### src/rtl/regbank_write_sched.sv
// -----------------------------------------------------------------------------
// regbank_write_sched
// Write-back scheduler for the 8x8 register bank. Four write sources are
// arbitrated round-robin; the winner index drives the bank source select
// (ms1/ms0), its destination drives the register select (rs2..rs0), and the
// bank write strobe e is sequenced as setup / pulse / hold so that the
// falling edge of e captures stable data. One register write per transaction.
//
// Ports
//   clk_i        system clock, rising edge
//   rst_i        synchronous reset, active high
//   en_i         start enable; low only blocks new arbitration
//   req_i[3:0]   write requests: [0]=ALU [1]=REG [2]=IMM [3]=MEM
//   dst_i[11:0]  destination register per requester, dst_i[3i+2:3i]
//   gnt_o[3:0]   one-hot, one-cycle completion pulse to the winner
//   busy_o       high in every state except IDLE
//   ms1_o/ms0_o  bank source select = winner index
//   rs2_o..rs0_o bank destination select = latched dst of winner
//   e_o          bank write enable/clock, capture on falling edge
//
// state  | meaning
// IDLE   | waiting for en_i && |req_i; arbitrates from ptr
// SETUP  | ms/rs stable, e low, SETUP_CYC cycles
// STROBE | e high, PULSE_CYC cycles
// HOLD   | e low after the capture edge, HOLD_CYC cycles
// DONE   | gnt pulse to winner, ptr advances; no arbitration here
// -----------------------------------------------------------------------------
module regbank_write_sched #(
    parameter int unsigned SETUP_CYC = 1,
    parameter int unsigned PULSE_CYC = 1,
    parameter int unsigned HOLD_CYC  = 1
) (
    input  logic        clk_i,
    input  logic        rst_i,
    input  logic        en_i,
    input  logic [3:0]  req_i,
    input  logic [11:0] dst_i,
    output logic [3:0]  gnt_o,
    output logic        busy_o,
    output logic        ms1_o,
    output logic        ms0_o,
    output logic        rs2_o,
    output logic        rs1_o,
    output logic        rs0_o,
    output logic        e_o
);

    typedef enum logic [2:0] {
        IDLE   = 3'd0,
        SETUP  = 3'd1,
        STROBE = 3'd2,
        HOLD   = 3'd3,
        DONE   = 3'd4
    } state_t;

    localparam logic [3:0] SETUP_LAST = 4'(SETUP_CYC - 1);
    localparam logic [3:0] PULSE_LAST = 4'(PULSE_CYC - 1);
    localparam logic [3:0] HOLD_LAST  = 4'(HOLD_CYC - 1);

    state_t     state_q;
    logic [3:0] cnt_q;
    logic [1:0] ptr_q;
    logic [3:0] gnt_q;
    logic       busy_q;
    logic       e_q;
    logic [1:0] ms_q;
    logic [2:0] rs_q;

    logic [1:0] win_d;
    logic [2:0] rs_d;
    logic       found_d;
    logic [1:0] idx;

    // Round-robin scan starting at ptr_q; first set request wins.
    always_comb begin
        win_d   = ptr_q;
        found_d = 1'b0;
        idx     = ptr_q;
        for (int k = 0; k < 4; k++) begin
            idx = ptr_q + 2'(k);
            if (!found_d && req_i[idx]) begin
                win_d   = idx;
                found_d = 1'b1;
            end
        end
        rs_d = 3'(dst_i >> (32'd3 * 32'(win_d)));
    end

    always_ff @(posedge clk_i) begin
        if (rst_i) begin
            state_q <= IDLE;
            cnt_q   <= '0;
            ptr_q   <= '0;
            gnt_q   <= '0;
            busy_q  <= 1'b0;
            e_q     <= 1'b0;
            ms_q    <= '0;
            rs_q    <= '0;
        end else begin
            gnt_q <= '0;
            case (state_q)
                IDLE: begin
                    e_q <= 1'b0;
                    if (en_i && found_d) begin
                        state_q <= SETUP;
                        cnt_q   <= '0;
                        ms_q    <= win_d;
                        rs_q    <= rs_d;
                        busy_q  <= 1'b1;
                    end
                end
                SETUP: begin
                    if (cnt_q == SETUP_LAST) begin
                        state_q <= STROBE;
                        cnt_q   <= '0;
                        e_q     <= 1'b1;
                    end else begin
                        cnt_q <= cnt_q + 4'd1;
                    end
                end
                STROBE: begin
                    if (cnt_q == PULSE_LAST) begin
                        // falling edge of e here is the bank capture edge
                        state_q <= HOLD;
                        cnt_q   <= '0;
                        e_q     <= 1'b0;
                    end else begin
                        cnt_q <= cnt_q + 4'd1;
                    end
                end
                HOLD: begin
                    if (cnt_q == HOLD_LAST) begin
                        state_q <= DONE;
                        cnt_q   <= '0;
                        gnt_q   <= 4'b0001 << ms_q;
                    end else begin
                        cnt_q <= cnt_q + 4'd1;
                    end
                end
                DONE: begin
                    state_q <= IDLE;
                    cnt_q   <= '0;
                    busy_q  <= 1'b0;
                    ptr_q   <= ms_q + 2'd1;
                end
                default: begin
                    state_q <= IDLE;
                    cnt_q   <= '0;
                    busy_q  <= 1'b0;
                    e_q     <= 1'b0;
                end
            endcase
        end
    end

    assign gnt_o  = gnt_q;
    assign busy_o = busy_q;
    assign ms1_o  = ms_q[1];
    assign ms0_o  = ms_q[0];
    assign rs2_o  = rs_q[2];
    assign rs1_o  = rs_q[1];
    assign rs0_o  = rs_q[0];
    assign e_o    = e_q;

endmodule

### config.mk
export PLATFORM = sky130hd
export DESIGN_NAME = regbank_write_sched
export DESIGN_NICKNAME = d
export VERILOG_FILES = /design/src/rtl/regbank_write_sched.sv
export SDC_FILE = /design/constraint.sdc
export NUM_CORES = 1
export LEC_CHECK = 0
export CORE_MARGIN = 5
export CORE_UTILIZATION = 46
export CTS_CLUSTER_DIAMETER = 60
export DETAILED_ROUTE_END_ITERATION = 12
export PLACE_DENSITY_LB_ADDON = 0.08
export SLEW_MARGIN = 5
export SYNTH_ARGS = -nofsm -noshare
export SYNTH_HDL_FRONTEND = slang
export SYNTH_SLANG_ARGS = --single-unit
### constraint.sdc
create_clock -name clk_i -period 1.9 [get_ports clk_i]
set_input_delay 0.285 -clock clk_i [delete_from_list [all_inputs] [get_ports clk_i]]
set_output_delay 0.285 -clock clk_i [all_outputs]
set_load 0.01 [all_outputs]
==> results of run 1 <==
==> final cells by class <==
| cell class | count | area [um2] |
|---|---|---|
| Fill cell | 199 | 778 |
| Multi-Input combinational cell | 87 | 592 |
| Sequential cell | 20 | 400 |
| Timing Repair Buffer | 32 | 313 |
| Tap cell | 28 | 35.0 |
| Clock buffer | 3 | 22.5 |
| Inverter | 2 | 7.51 |
==> power by group through the flow <==
stage                     clock network (uW)  registers (uW)  logic, uW
after floorplan                            0             488        115
after global placement                     0             487        222
after detailed placement                   0             487        224
after CTS                                199             478        226
after global routing                     223             484        249
final                                    188             477        223
==> routing by layer <==
metal  global-route usage [%]  wire [um]  vias up
met3                     4.83        124        2
li1                         -          -      474
met1                     22.3       1120      425
met5                        0          0        -
met4                     4.97         20        0
met2                     23.2       1000       21
==> cell usage in the layout, fill, tap and decap left out, types with 2 or more instances in the layout <==
cell type / instances
nor3_1: 4
mux2i_1: 9
nand2b_1: 4
inv_1: 2
a21oi_1: 8
or2_1: 2
nor2b_1: 3
ha_1: 2
o21ai_0: 3
nand3b_1: 6
nor4_1: 3
nand2_1: 6
o221ai_1: 3
clkdlybuf4s50_1: 29
dfxtp_1: 20
buf_4: 3
nand3_1: 2
a211oi_1: 3
clkbuf_4: 3
nor2_1: 13
==> sequential cells by signal (all words and copies together) (netlist names) <==
| register | flops |
|---|---|
| cnt_q | 4 |
| gnt_o | 4 |
| rs_q | 3 |
| state_q | 3 |
| ms_q | 2 |
| ptr_q | 2 |
| busy_o | 1 |
| e_o | 1 |
==> cell families after synthesis <==
family	after synthesis	synth area share, %
simple gates	52	30.8
compound gates	23	15.5
flops	20	39.6
mux	9	8.91
buf+inv	5	1.86
fa+ha+maj	2	2.47
xor+xnor	1	0.866
==> per-stage QoR <==
| stage | instance area [um2] | hold WS (ps) | TNS [ps] | power [uW] |
|---|---|---|---|---|
| after global routing | 1370 | 516 | 0 | 957 |
| after detailed placement | 1350 | 477 | -189 | 712 |
| final | 1370 | 490 | 0 | 889 |
| after floorplan | 1010 | 477 | 0 | 603 |
| after CTS | 1370 | 495 | 0 | 903 |
| after global placement | 1350 | 464 | -60.2 | 709 |
==> tightest hold or removal path, cell delays in order, from the launching register on <==
cell	delay (ps)
dfxtp_1	330
nand3_1	60
a21oi_1	60
==> path summary, 6_finish.rpt <==
path            start   to  slack [ps]  cells past startpoint
min               e_o  e_o         490                      2
max reg2reg  cnt_q[0]  e_o         250                      7
min reg2reg       e_o  e_o         490                      2
max          cnt_q[0]  e_o         250                      7
==> impl_results.md, run 1 <==
- Die area: 0.00324 mm2
- Max Cap Viol: 0
- Crit-path cells: inv_1, ha_1, nor3b_2, nand2_1, or2_1, a21o_1, a21oi_1
- Residual DRC count: 0
- Hpwl dp: 1770 um
- Critical path fanouts, max: 4
- Critical path arrival: 1880 ps
- Number of synthesized flops with an enable pin: 0
- Vias per inst: approximately 5.4
- # H-tree levels: 1
- Buffers on Ports: 29
- Crit path largest cell delay: approximately 350 ps
- Kind of cell adding the most delay to the critical path: simple AND/OR/NAND/NOR gates
- Critical path class: reg2reg
- Slew margin rel.: 66.2%
- Worst clock skew: 0.840 ps
- Flops & latches, synth: 20
- Synth Cell Area: roughly 0.0010 mm2
- Final hold viol count: 0
- Buf/Inv on CP: 1
- Starting Density: between 40% and 50%
- Leakage: 0.000497 uW
- Max-slew violation count: 0
- Die span in y: 56.9 um
- Final WS setup: 248 ps
- Routability congestion estimate: 0.815
- ANT cells: 0
- Setup repair bufs after CTS: 0
- Initial DRC Count: 14
- Worst slack at placement: -61.6 ps
- CTS Buf Count: 3
- Std-Cell Rows: 17
- Seq pwr share: 53.7%
- CTS tree: done
- Syn nets: 133
- Drt wl/cell: 13.2 um
- Root buffer cell: clkbuf_4
- Asr flop ratio synth: 0%
- Fin crit period: 1650 ps
- Fin crit share: 87.0%
- Antenna-violating nets left: 0
- Finished Layout Cells: 172
- Sequential area share after synthesis: 39.6%
- Largest area contributor in the netlist: dfxtp_1
- Synth top area cells: dfxtp_1 40%, mux2i_1 8.9%, nor2_1 4.8%
- Ys Warns: 0
- Most frequent cell after synthesis: dfxtp_1
- Area delta synth->final: 35.5%
- Share of layout cells above drive strength 1: 9.03%
- Clock Tree Buf Depth: 2
- Final Core Density: 63.8%
- Crit path required time: 2130 ps
- Clock power frac: a little over a fifth
- Commonest cells in the netlist: 20 x dfxtp_1, 13 x nor2_1, 9 x mux2i_1
- Final Setup Violations: 0
- Sw Ratio: 27.7%
- Sw Pwr: approximately 250 uW
- Crit. End Element: flip-flop
- Drt first pass iters: 5
- Number of global-route vias before repair: between 900 and 1,000
- RSZ-0062 raised after global routing: false
- All-Layer GR Usage: 15.9%
- Critical-path top delay cell: dfxtp_1
- Post-synth top area share: 39.6%
- Synth unique cells: 34
- Startpoint types: flip-flop
- Tightest Hold Check Type: reg2reg
- Largest net degree at the start of global routing: 15
- Initial antenna violation count: 0
- Syn Inst Count: between 100 and 150
- Hold Buf Count CTS: 0
- Pwr Density: 649 mW/mm2
- Clk_lat worst skew: 290 ps
- Cell-internal power: between 600 and 700 uW
- Avg Cell Area, Syn: 9.03 um2
- Ys flop type: dfxtp_1
- Peak supply drop: 509 uV
- CTS sink cnt: 20
- Highest Clock Rate: a little over 0.6 GHz
- Grt total ovfl: 0
- Die Wd: 56.9 um
- DRT Wirelength: 2270 um
- Worst-Margin Slew: 506 ps
- Number of gates resized after CTS: 0
- Comb pwr share: 25.1%
- Placed Cells incl. Taps: 169
- Ports: 30
- First-pass GRT wire length: roughly 4200 um
- Core area: 0.00215 mm2
- Post-layout net count: 167
- DR vias: 922
- CTS clk-pin slew, worst paths: 100 ps
- Status: completed
Power figures use the tool's default switching activity.
==> inputs of run 2 (changes only) <==
- ABC_AREA: default -> 1
- CORE_UTILIZATION: 46 -> 50
- clock period: 1.9 -> 1.56 ns (I/O delays scaled with it)
==> impl_results.md, run 2 <==
- Setup TNS: -1040 ps
- Clock power frac: 16.5%
- Startpoint types: flip-flop
- Asr flop ratio synth: 0%
- DRT Wirelength: 3500 um
- Clock Tree Buf Depth: 2
- Finished Layout Cells: 293
- Leading cell type in the layout, fill and taps excluded: nand2_1
- Max-slew violation count: 0
- Number of global-route vias before repair: 1,451
- Crit path required time: roughly 1800 ps
- Final hold viol count: 0
- Die area: 0.00400 mm2
- Fill cell count: 213
- Ys Warns: 0
- First-pass GRT wire length: 6000 um
- # H-tree levels: 1
- DP Area: 0.00186 mm2
- Clk_lat worst skew: 310 ps
- Syn Inst Count: 206
- Synth unique cells: 31
- DR vias: 1,452
- Most frequent cell after synthesis: nand2_1
- Initial DRC Count: between 60 and 70
- Hpwl dp: about 2600 um
- Critical path class: reg2reg
- ANT cells: 0
- Antenna-violating nets left: 0
- Post-synth top area share: 28.3%
- Post-route cell area: 0.00213 mm2
- Max Cap Viol: 0
- Critical path arrival: 1970 ps
- CTS clk-pin slew, worst paths: 110 ps
- Residual DRC count: 0
- Synth top area cells: dfxtp_1 28%, nand2_1 18%, nand2_4 7.2%
- Syn nets: 227
- Tightest Hold Check Type: reg2reg
- Worst slack at placement: -404 ps
- Leakage: 0.000989 uW
- Worst-Margin Slew: approximately 400 ps
- Largest area contributor in the netlist: dfxtp_1
- Final Setup Violations: 11
- Die span in y: 63.2 um
- Sw Pwr: between 1000 and 1500 uW
- CTS sink cnt: 20
- Post-layout net count: between 200 and 300
- Placed Cells incl. Taps: about 280
- Synth Cell Area: 0.00142 mm2
- Crit path largest cell delay: 380 ps
- Drt first pass iters: 4
- Seq pwr share: between 20% and 30%
- Critical path fanouts, max: 7
- Status: finished with violations
- Comb pwr share: 56.1%
- Cell-internal power: 1520 uW
- RSZ-0062 raised after global routing: true
- Crit-path cells: buf_6, nand2_2, nand3_1, nand2_2, buf_4, nand4_4, nand2_4, nand2_2, nand2_1, nand2_1, nand3_2, nand2_1, inv_1
- Die Wd: roughly 63 um
- Fin crit share: 110%
- Peak supply drop: 940 uV
- Std-Cell Rows: 19
- Share of layout cells above drive strength 1: approximately 37%
- Worst clock skew: 4.41 ps
- Sequential area share after synthesis: 28.3%
- Largest net degree at the start of global routing: 13
- Initial antenna violation count: 0
- Highest Clock Rate: about 0.58 GHz
- Number of synthesized flops with an enable pin: 0
- CTS Buf Count: 3
- Flops & latches, synth: 20
- Core area: between 0.002 and 0.003 mm2
- Ys flop type: dfxtp_1
- CTS tree: done
- Critical-path top delay cell: dfxtp_4
- Area delta synth->final: 50.5%
- Ports: 30
- Crit. End Element: flip-flop
- Final WS setup: -153 ps
- Starting Density: 51.8%
- Root buffer cell: clkbuf_4
- Failing checks: negative setup slack
- Grt total ovfl: 0
- Drt wl/cell: ~12 um
- Pwr Density: 1210 mW/mm2
- All-Layer GR Usage: between 15 and 20%
- Slew margin rel.: about 73%
- Most frequent cells in the layout: 49 x nand2_1, 29 x clkdlybuf4s50_1, 24 x buf_4
- Fin crit period: roughly 1700 ps
- Vias per inst: 4.96
- Buffers on Ports: 29
- Avg Cell Area, Syn: 6.88 um2
- Routability congestion estimate: 0.892
- Commonest cells in the netlist: 67 x nand2_1, 24 x inv_1, 20 x dfxtp_1, 20 x nand3_1, 13 x nor2_1
- Sw Ratio: 41.0%
[run 2: cell count changes after synthesis, moves of 4 or more]
cell / before / now
nand3_1: 2 / 20
nand2b_1: 4 / 0
nand2_2: 1 / 12
nand3b_1: 6 / 0
mux2i_1: 9 / 0
nand2_4: 0 / 9
inv_1: 2 / 24
nand2_1: 6 / 67
[run 2: power by group through the flow]
stage	clock network, uW	logic, uW	registers [uW]
global route	465	1590	723
detailed placement	0	1240	708
finish	424	1440	704
global placement	0	1210	706
CTS	436	1320	701
floorplan	0	768	732
[run 2: repair_timing]
| action | CTS | global route |
|---|---|---|
| pin swaps | 8 | 24 |
| setup buffers | 5 | 2 |
| hold buffers | 0 | 0 |
| hold endpoints to repair | 0 | 0 |
| resized for setup | 13 | 38 |
| endpoints found under the setup margin | 11 | 13 |
[run 2: cell type report]
cell class,count,area (um2),area share [%]
Clock buffer,3,22.5,1.06
Clock inverter,1,30.0,1.41
Inverter,27,114,5.34
Multi-Input combinational cell,156,1020,48.1
Sequential cell,20,409,19.2
Tap cell,31,38.8,1.82
Timing Repair Buffer,55,493,23.1
[run 2: layer usage]
layer	part of all wire (%)	GRT usage [%]
met2	55	33.5
met3	2.4	2.84
met1	41	19.7
met4	1.7	7.27
met5	0	0
[run 2: final timing paths]
kind	startpoint	end	slack [ps]	cells after the start
max	ptr_q[0]	rs_q[0]	-150	13
min	busy_o	busy_o	460	2
max reg2reg	ptr_q[0]	rs_q[0]	-150	13
min reg2reg	busy_o	busy_o	460	2
[run 2: cells by family after synthesis]
| logic type | Yosys count | share of synthesized area [%] |
|---|---|---|
| AND/OR/NAND/NOR | 133 | 50.0 |
| buffers and inverters | 30 | 9.28 |
| AO/OA/AOI/OAI | 20 | 10.1 |
| flip-flops | 20 | 28.3 |
| adder cells (fa/ha/maj) | 2 | 1.77 |
| XOR/XNOR | 1 | 0.618 |
[run 2: stage by stage]
step | hold slack [ps] | utilization [%] | total power [uW]
6_report | 457 | 78.0 | 2570
5_1_grt | 493 | 78.0 | 2770
4_1_cts | 461 | 72.7 | 2460
3_5_place_dp | 444 | 68.1 | 1950
3_3_place_gp | 439 | 68.1 | 1920
2_1_floorplan | 303 | - | 1500
[run 2: critical path, delay by kind of cell (launching register included)]
kind          cells  cell delay (ps)
flops             1              380
simple gates     10              930
buf+inv           3              340
==> inputs of run 3 (changes only) <==
- CTS_CLUSTER_SIZE: default -> 10
==> results of run 3 <==
The final DEF is identical to that of run 2; final timing and power are the same.
